--- src/rtl/regfile_pkg.sv ---
// Shared types and limits for the multi-port register file (regfile_mp).
package regfile_pkg;

    typedef enum logic {
        CLEAR = 1'b0,
        RUN   = 1'b1
    } rf_state_t;

    localparam int MAX_READ  = 8;
    localparam int MAX_WRITE = 4;

endpackage

--- src/rtl/regfile_clear_seq.sv ---
// Post-reset clear sequencer: walks addresses 1..REG_COUNT-1 writing zero, then raises ready.
//   state | meaning
//   CLEAR | zeroing ram[clr_addr] each edge; external writes blocked, reads return 0
//   RUN   | array usable, ready=1
module regfile_clear_seq
    import regfile_pkg::*;
#(
    parameter int REG_COUNT  = 32,
    parameter int ADDR_WIDTH = $clog2(REG_COUNT)
) (
    input  logic                  clk,
    input  logic                  rst,
    output logic                  clear_we,
    output logic [ADDR_WIDTH-1:0] clear_addr,
    output logic                  ready
);

    localparam logic [ADDR_WIDTH-1:0] LAST_ADDR = ADDR_WIDTH'(REG_COUNT - 1);

    rf_state_t             state_q, state_d;
    logic [ADDR_WIDTH-1:0] clr_addr_q, clr_addr_d;

    always_ff @(posedge clk) begin
        if (rst) begin
            state_q    <= CLEAR;
            clr_addr_q <= ADDR_WIDTH'(1);
        end else begin
            state_q    <= state_d;
            clr_addr_q <= clr_addr_d;
        end
    end

    // The counter stops at LAST_ADDR, so non-power-of-two REG_COUNT never wraps.
    always_comb begin
        state_d    = state_q;
        clr_addr_d = clr_addr_q;
        case (state_q)
            CLEAR: begin
                if (clr_addr_q == LAST_ADDR) begin
                    state_d = RUN;
                end else begin
                    clr_addr_d = clr_addr_q + ADDR_WIDTH'(1);
                end
            end
            RUN:     state_d = RUN;
            default: state_d = CLEAR;
        endcase
    end

    assign clear_we   = (state_q == CLEAR) && !rst;
    assign clear_addr = clr_addr_q;
    assign ready      = (state_q == RUN);

endmodule

--- src/rtl/regfile_mp.sv ---
// Multi-port register file, x0 hardwired to zero, self-clearing after reset.
// Optional write-first read bypass when REGFILE_MP_BYPASS_EN is defined.
module regfile_mp
    import regfile_pkg::*;
#(
    parameter int WIDTH      = 32,
    parameter int REG_COUNT  = 32,
    parameter int ADDR_WIDTH = $clog2(REG_COUNT),
    parameter int NUM_READ   = 2,
    parameter int NUM_WRITE  = 1
) (
    input  logic                            clk,
    input  logic                            rst,
    output logic                            ready,
    input  logic [NUM_READ-1:0]             rs_en,
    input  logic [NUM_READ*ADDR_WIDTH-1:0]  rs_addr,
    output logic [NUM_READ*WIDTH-1:0]       rs_data,
    input  logic [NUM_WRITE-1:0]            wr_en,
    input  logic [NUM_WRITE*ADDR_WIDTH-1:0] wr_addr,
    input  logic [NUM_WRITE*WIDTH-1:0]      wr_data
);

    if (NUM_READ < 1 || NUM_READ > MAX_READ) begin : g_bad_read
        $error("regfile_mp: NUM_READ out of range");
    end
    if (NUM_WRITE < 1 || NUM_WRITE > MAX_WRITE) begin : g_bad_write
        $error("regfile_mp: NUM_WRITE out of range");
    end
    if (REG_COUNT < 2) begin : g_bad_count
        $error("regfile_mp: REG_COUNT must be at least 2");
    end

    logic                  clear_we;
    logic [ADDR_WIDTH-1:0] clear_addr;
    logic [WIDTH-1:0]      ram_q [REG_COUNT-1:1];

    regfile_clear_seq #(
        .REG_COUNT  (REG_COUNT),
        .ADDR_WIDTH (ADDR_WIDTH)
    ) u_clear_seq (
        .clk        (clk),
        .rst        (rst),
        .clear_we   (clear_we),
        .clear_addr (clear_addr),
        .ready      (ready)
    );

    // Ascending loop: a later (higher-indexed) port overrides a lower one on collision.
    always_ff @(posedge clk) begin
        if (clear_we) begin
            ram_q[clear_addr] <= '0;
        end else if (ready && !rst) begin
            for (int w = 0; w < NUM_WRITE; w++) begin
                if (wr_en[w] && (wr_addr[w*ADDR_WIDTH +: ADDR_WIDTH] != '0)) begin
                    ram_q[wr_addr[w*ADDR_WIDTH +: ADDR_WIDTH]] <= wr_data[w*WIDTH +: WIDTH];
                end
            end
        end
    end

    for (genvar r = 0; r < NUM_READ; r++) begin : g_rd
        logic [ADDR_WIDTH-1:0] addr;
        logic [WIDTH-1:0]      rd_data;

        assign addr = rs_addr[r*ADDR_WIDTH +: ADDR_WIDTH];

        always_comb begin
            rd_data = '0;
            if (ready && rs_en[r] && (addr != '0)) begin
                rd_data = ram_q[addr];
`ifdef REGFILE_MP_BYPASS_EN
                for (int w = 0; w < NUM_WRITE; w++) begin
                    if (wr_en[w] && (wr_addr[w*ADDR_WIDTH +: ADDR_WIDTH] == addr)) begin
                        rd_data = wr_data[w*WIDTH +: WIDTH];
                    end
                end
`endif
            end
        end

        assign rs_data[r*WIDTH +: WIDTH] = rd_data;
    end

endmodule
--- config.mk ---
export PLATFORM = sky130hd
export DESIGN_NAME = regfile_mp
export DESIGN_NICKNAME = d
export VERILOG_FILES = /design/src/rtl/regfile_pkg.sv /design/src/rtl/regfile_clear_seq.sv /design/src/rtl/regfile_mp.sv
export SDC_FILE = /design/constraint.sdc
export NUM_CORES = 1
export LEC_CHECK = 0
export ABC_CLOCK_PERIOD_IN_PS = 4900
export CAP_MARGIN = 10
export CORE_UTILIZATION = 38
export DETAILED_ROUTE_END_ITERATION = 12
export SYNTH_ARGS = -nofsm -noshare
export SYNTH_HDL_FRONTEND = slang
export SYNTH_SLANG_ARGS = --single-unit
--- constraint.sdc ---
create_clock -name clk -period 4.9 [get_ports clk]
set_input_delay 0.98 -clock clk [delete_from_list [all_inputs] [get_ports clk]]
set_output_delay 0.98 -clock clk [all_outputs]
set_load 0.01 [all_outputs]
# Word level (Yosys, flattened, before mapping)
# Memory sizes are Yosys's and may differ from the RTL's.
# Index checks and enable logic that the tools add are counted.
[op_classes]
addsub = 1
multipliers = 0
div_mod_pow = 0
order_cmp = 0
n_eq_ne = 1
shift = 0
n_mux = 13
bitwise_logic = 2
reduce_logical = 13
[ops]
columns = ["cell", "n"]
rows = [
  ["$mux 32", 3],
  ["$reduce_or 32->1", 1],
  ["$reduce_bool 5->1", 3],
  ["$mux 1", 8],
  ["$logic_and 1x1->1", 7],
  ["$add 5x1->5 const B", 1],
  ["$eq 5x5->1 const B", 1],
  ["$mux 5", 1],
  ["$not 1->1", 2],
  ["$pmux 1 s2", 1],
  ["$reduce_and 2->1", 1],
  ["$logic_not 1->1", 1],
]
[word_totals]
regBits = 6
latch_bits = 0
ramBits = 992
rom_bits = 0
inputBits = 52
output_inout_bits = 65
wordCells = 33
memories = 1
[mem_list]
columns = ["memory", "words", "width", "read_ports", "rd_clocked_by_memory_dff", "write_ports", "line_no", "text"]
rows = [
  ["ram_q", 31, 32, 2, 0, 1, "regfile_mp.sv:35", "logic [WIDTH-1:0] ram_q [REG_COUNT-1:1];"],
]

# Longest topological paths before layout
# Gate-level depths: netlist of the first run.
[depth]
ltp_word = 8
depth_mapped = 9
ltp_nobuf = 7

# Cells and area by module
# From an unflattened synthesis of the first run, not the netlist that was laid out.
[hier_totals]
cells_unflattened = 2730
area_unflattened_um2 = 47479.3
[modules_own_cells]
columns = ["mod", "n_inst", "cells_each", "area_per_inst_um2", "seq_area_each_um2"]
rows = [
  ["regfile_mp", 1, 2703, 47209.0, 29788.6],
  ["regfile_clear_seq", 1, 27, 270.3, 120.1],
]

# Least setup slack after synthesis of the first run
# Ideal clock, no wire load.
[synth_path]
path_type = "input-to-reg"
start = "input port wr_addr[1]"
end = "memory ram_q[17][0] (enable)"
setup_ps = 461
arrival_ps = 4313
required_ps = 4439
setup_slack_ps = 126
cell_stages = 4
n_path_buf = 0
path_cell_list = "or4_1 o21ai_2 a41oi_1 nor3_1"
[synth_between]
elab_chain_cells = 8
word_cells_on_any_way = 9
[synth_lines]
columns = ["element", "line_no", "text"]
rows = [
  ["start: declaration", "regfile_mp.sv:19", "input logic [NUM_WRITE*ADDR_WIDTH-1:0] wr_addr,"],
  ["$reduce_bool 5->1", "regfile_mp.sv:54", "if (wr_en[w] && (wr_addr[w*ADDR_WIDTH +: ADDR_WIDTH] != '0)) begin"],
  ["$logic_and 1x1->1", "regfile_mp.sv:54", ""],
  ["$mux 1", "regfile_mp.sv:54", ""],
  ["$mux 1", "regfile_mp.sv:52", "end else if (ready && !rst) begin"],
  ["$mux 1", "regfile_mp.sv:50", "if (clear_we) begin"],
  ["$mux 1 (not written as such)", "regfile_mp.sv:55", "ram_q[wr_addr[w*ADDR_WIDTH +: ADDR_WIDTH]] <= wr_data[w*WIDTH +: WIDTH];"],
  ["$reduce_or 32->1 (no line)", "n/a", ""],
  ["$mux 5 (no line) / $mux 1 (equally long branches)", "n/a", ""],
  ["end: declaration", "regfile_mp.sv:35", ""],
]
# Several ways; a longest one is shown, not always the timed one.

# Worst setup path after layout of the first run
[layout_path]
start = "input port rs_addr[7]"
end = "output port rs_data[43]"
[layout_between]
elab_chain_cells = 3
word_cells_on_any_way = 4
[layout_lines]
columns = ["element", "line_no", "text"]
rows = [
  ["start: declaration", "regfile_mp.sv:16", "input logic [NUM_READ*ADDR_WIDTH-1:0] rs_addr,"],
  ["branches (longest 2 deep; another with $mem_v2 31x32)", "n/a", ""],
  ["$mux 32 (*)", "regfile_mp.sv:69", "if (ready && rs_en[r] && (addr != '0)) begin"],
  ["end: declaration", "regfile_mp.sv:17", "output logic [NUM_READ*WIDTH-1:0] rs_data,"],
]
# Mark *: on every way between the ends.

==> run metrics, run 1 <==
Yosys cell types=51; CP arrival=3.88 ns; syn nets=2519; TritonCTS buffer count=103; post-CTS setup buffer count=0; Final Hold Viols=0; Cells after DPL=~4200; H-Tree Depth=3; LEAKAGE=about 0.015 uW; dpl hpwl=84200 um; core area=122000 um2; max frequency=0.206 GHz; sw power=4040 uW; DR iter-0 viols=3085; Initial Util=38.4%; Async SR Flop Fraction=0%; Finish-stage setup viols=0; design area=between 50000 and 60000 um2; die footprint=125000 um2; Place WS=-0.181 ns; Vias/cell=6.36; sequential fraction of design power=roughly 52%; DIE HEIGHT=353 um; total number of yosys warnings=0; Int Pwr=14000 uW; DR top layer=met5; RePlAce Congestion=0.813; DRC=0; vias in the first global route=28300; Rel. slew slack=17.2%; P&R area growth vs syn=16.6%; met3 WL=11400 um; WL per Instance=about 34 um; CTS max path bufs=3; worst hold margin=0.627 ns; #FFs+latches synth=998; site row count=128; Final Skew=0.0194 ns; total grt overflow=0; outcome=complete, no violations; clock share of power=41.5%; sequential share of the synthesized area=between 60 and 70%; crit path kind=in2out; initial antenna violation count=6; Clock transition at path regs=~0.06 ns; ranking of synthesized cells by area=edfxtp_1, mux4_2, mux2i_1; EDFF count, synth=992; RSZ-0062 raised after global routing=no; Hold Crit Class=reg2reg; worst slew pin tran=approximately 1.2 ns; post-route insts no fill=~4400; Logic pwr share=6.5%; final period demand of the worst path=4.86 ns; CTS tree=done; cell with the most instances after synthesis=edfxtp_1; maxcap violations=0; Synth Cell Area=46900 um2; pwr dens=about 330 nW/um2; met2 WL post-DR=72300 um; Clk Latency, worst-skew pair=0.70 ns; final wirelength=147000 um; placed cell area=51500 um2; worst path required time=3.92 ns; Die W=353 um; leading area contributor after synthesis=edfxtp_1; Layout Nets=2726; Yosys top cell area share=63.5%; peak supply drop=about 0.33 mV; Cells after Synth=about 2500; Worst Setup End Kind=output pin; switching share of total power=about 22%; Post-synth top cells=edfxtp_1, mux4_2, nor2_1; Avg Cell Area, Syn=19.0 um2; Root Buffer=clkbuf_16; clock sink total=998; WL met1=58500 um; total track usage=23.4%; Worst Setup Start Kind=input port; Initial DRT Pass Iterations=6; largest net degree at the start of global routing=60; Top Ports=117; first-pass GRT wire length=210000 um; fin crit share=between 90% and 100%; proportion of layout cells with a drive suffix above 1=between 30% and 40%; PnR Total Power=between 15000 and 20000 uW; vias after detailed routing=27900; crit-path max FO=57; final setup margin=0.0419 ns; Port Buffer Count=116; Final Max Slew Viols=0; ys flop type=edfxtp_1; Routed Antenna Nets=0
==> final cells by class <==
type                       count  area, um2
fill                       10400      67400
sequential                   998      29900
multi-input combinational   1253      16100
timing repair buffer         310       3450
clock buffer                 135       2740
tap                         1625       2030
clock inverter                55        409
inverter                       6       22.5
antenna                        2       5.00
==> placed cells by master (no fill, tap or decap), drive strengths merged, types with 5 or more instances in the layout <==
cell type and n:
a21oi 19, clkbuf 135, dfxtp 6, o221ai 31, clkinvlp 5, nor2 135
o22ai 33, a31oi 6, nor3 22, a211o 15, clkdlybuf4s50 107, mux4 446
a2111oi 33, o21ai 9, and2 32, nor4b 31, a22oi 16, inv 9
clkinv 43, nor2b 65, o22a 16, mux2 33, nand2 25, a32o 15
a211oi 96, edfxtp 992, mux2i 134, and3 5, buf 203
==> critical path: stages <==
cell and delay (ns):
buf_8 0.45, buf_12 0.28, buf_4 0.18, mux4_2 0.18
o22ai_1 0.07, nor2_1 0.13, nor4b_1 0.82, clkdlybuf4s50_1 0.72
==> timing repair <==
item	4_1_cts	5_1_grt
hold buffers	0	0
resized for setup	2	0
endpoints found under the setup margin	2	0
==> through the flow <==
step | setup TNS [ns] | utilization (%)
2_1_floorplan | 0 | -
3_3_place_gp | -0.916 | 42.2
3_5_place_dp | -0.274 | 42.2
4_1_cts | 0 | 44.8
5_1_grt | 0 | 44.8
6_report | 0 | 44.8
==> metal layers <==
layer  track usage, %  up-vias
met3             3.19      258
li1                 -    11100
met1             32.1    15100
met5                0        -
met4             7.89        2
met2             38.5     1415
==> power by group through the flow <==
| stage | clock (uW) | combinational (uW) | sequential, uW |
|---|---|---|---|
| after CTS | 7560 | 1170 | 9370 |
| after global routing | 7870 | 1230 | 9380 |
| final | 7480 | 1170 | 9370 |
| after detailed placement | 0 | 1170 | 9550 |
| after floorplan | 0 | 743 | 9540 |
| after global placement | 0 | 1160 | 9550 |
==> worst paths after layout <==
path	from	to	slack [ns]	cells after the start
worst min-delay path	u_clear_seq.clear_addr[0]	u_clear_seq.clear_addr[0]	0.63	2
worst max register to register	u_clear_seq.ready	ram_q[30][21]	1.86	6
worst max-delay path	rs_addr[7]	rs_data[43]	0.04	8
worst min register to register	u_clear_seq.clear_addr[0]	u_clear_seq.clear_addr[0]	0.63	2
==> logic make-up (layout without fill, tap and decap cells) <==
logic type               Yosys count  in the layout  synth area share, %
flip-flops                       998            998                 63.8
multiplexers                     613            613                 25.1
AND/OR/NAND/NOR                  337            337                 3.78
AO/OA/AOI/OAI                    298            298                 4.89
buffers and inverters            214            506                 2.35
XOR/XNOR                           3              3               0.0561
adder cells (fa/ha/maj)            2              2               0.0534
other                              0              2                    0
==> sequential cells by signal, indices dropped and copies added (netlist names) <==
| register | count |
|---|---|
| ram_q | 992 |
| u_clear_seq.clear_addr | 5 |
| u_clear_seq.ready | 1 |
Note: power is estimated with default switching activity, not from simulation.
==> run 2: changes to the inputs <==
--- a/config.mk
+++ b/config.mk
@@ -7,8 +7,11 @@
 export LEC_CHECK = 0
 export ABC_CLOCK_PERIOD_IN_PS = 4900
 export CAP_MARGIN = 10
+export CORE_ASPECT_RATIO = 1.75
 export CORE_UTILIZATION = 38
 export DETAILED_ROUTE_END_ITERATION = 12
+export DONT_BUFFER_PORTS = 1
+export HOLD_SLACK_MARGIN = 0.05
 export SYNTH_ARGS = -nofsm -noshare
 export SYNTH_HDL_FRONTEND = slang
 export SYNTH_SLANG_ARGS = --single-unit
==> run 2 against run 1 <==
Against the previous run:
- maximum frequency grew 12%
- power shrank 4.6%
- clock-buffer cell count shrank 29
- utilization shrank 2.3 points
- via count shrank 3.9%
- first-iteration DRC count shrank 7.8%
- non-clock buffer count shrank 170
- register-to-register slack lost 0.68 ns
==> run metrics, run 2 (synthesis gave the netlist of run 1 again) <==
clock share of power=between 40% and 50%; CP arrival=about 3.4 ns; CTS Hold Bufs=0; Finish-stage setup viols=0; total grt overflow=0; Clock transition at path regs=0.07 ns; maxcap violations=0; Routed Antenna Nets=0; worst path required time=3.92 ns; final period demand of the worst path=between 4 and 5 ns; vias after detailed routing=26800; Initial Util=between 30% and 40%; Worst Setup End Kind=output pin; switching share of total power=20.4%; WL per Instance=35.2 um; Final Hold Viols=0; LEAKAGE=0.0143 uW; H-Tree Depth=3; CTS max path bufs=3; sw power=3500 uW; max reg flops=between 900 and 1000; DRC=0; Final Skew=0.0230 ns; vias in the first global route=28400; crit path kind=in2out; proportion of layout cells with a drive suffix above 1=30.9%; Resize count post-CTS=0; final wirelength=between 100000 and 150000 um; CTS tree=done; post-route insts no fill=4192; pwr dens=330 nW/um2; site row count=170; dpl hpwl=85900 um; Hold Crit Class=in2reg; Initial DRT Pass Iterations=6; initial antenna violation count=14; Layout Nets=2539; most common cell after layout, fill and taps aside=edfxtp_1; peak supply drop=0.333 mV; clock sink total=998; DR iter-0 viols=2844; total track usage=23.9%; Die W=268 um; worst slew pin tran=1.28 ns; die footprint=125000 um2; P&R area growth vs syn=11.2%; TritonCTS buffer count=86; Worst Setup Start Kind=input port; largest register by flop count=ram_q; outcome=complete, no violations; Fin Setup TNS=0 ns; RePlAce Congestion=between 0.8 and 0.9; fin crit share=88.4%; Root Buffer=clkbuf_16; DIE HEIGHT=between 400 and 500 um; Top Ports=117; Rel. slew slack=14.0%; Clk Latency, worst-skew pair=0.68 ns; RSZ-0062 raised after global routing=no; sequential fraction of design power=a little over half; core area=~120000 um2; crit-path max FO=37; commonest cells after routing, fill and taps aside=edfxtp_1, mux4_2, mux2i_1; max frequency=around 0.23 GHz; Port Buffer Count=0; Vias/cell=around 6.4; largest net degree at the start of global routing=293; Int Pwr=13700 uW; Cells after DPL=4030; first-pass GRT wire length=210000 um; Logic pwr share=4.1%; post-CTS setup buffer count=0; Final Max Slew Viols=0
-- run 2: power groups by stage --
stage / Clock [uW] / Sequential (uW) / Combinational (uW)
floorplan: 0 / 9540 / 743
global placement: 0 / 9550 / 687
detailed placement: 0 / 9550 / 691
CTS: 7200 / 9370 / 693
global route: 7470 / 9370 / 721
finish: 7120 / 9370 / 697
-- run 2: final cells by class --
cell class              instances  area [um2]
fillers                     10800       70400
flip-flops and latches        998       29900
multi-input cells            1253       16100
clock buffers                 106        2270
well taps                    1634        2040
repair buffers                140        1180
clock inverters                47         558
inverters                       6        22.5
diodes                          8        20.0
-- run 2: path summary, 6_finish.rpt --
check / from / endpoint / slack [ns] / cells after the start
max: rs_addr[9] / rs_data[42] / 0.57 / 6
min: rst / u_clear_seq.clear_addr[1] / 0.37 / 1
max reg2reg: u_clear_seq.ready / ram_q[12][25] / 1.18 / 6
min reg2reg: u_clear_seq.clear_addr[0] / u_clear_seq.clear_addr[0] / 0.61 / 2
-- run 2: worst max-delay path: stages --
cell and delay [ns]:
nand2b_2 0.59, buf_4 0.41, a211oi_1 0.08, buf_4 0.14
nor4b_1 0.86, buf_4 0.26
-- run 2: metal layers --
metal / track usage, % / routed length, um / up-vias
met5: 0 / 91 / -
met4: 12.8 / 8630 / 14
met3: 5.47 / 12600 / 399
met2: 41.5 / 76400 / 1390
met1: 27.1 / 49800 / 14300
li1: - / - / 10600
-- run 2: stage by stage --
step                      total power, uW  worst slack (ns)  utilization [%]  hold slack, ns  cell area (um2)
after CTS                           17300             0.551             42.5           0.328            52100
after detailed placement            10200             0.615             40.2           0.582            49300
after global placement              10200             0.653             40.2           0.566            49300
after global routing                17600             0.493             42.5           0.360            52100
after floorplan                     10300             0.126                -           0.534            46900
final                               17200             0.566             42.5           0.370            52100
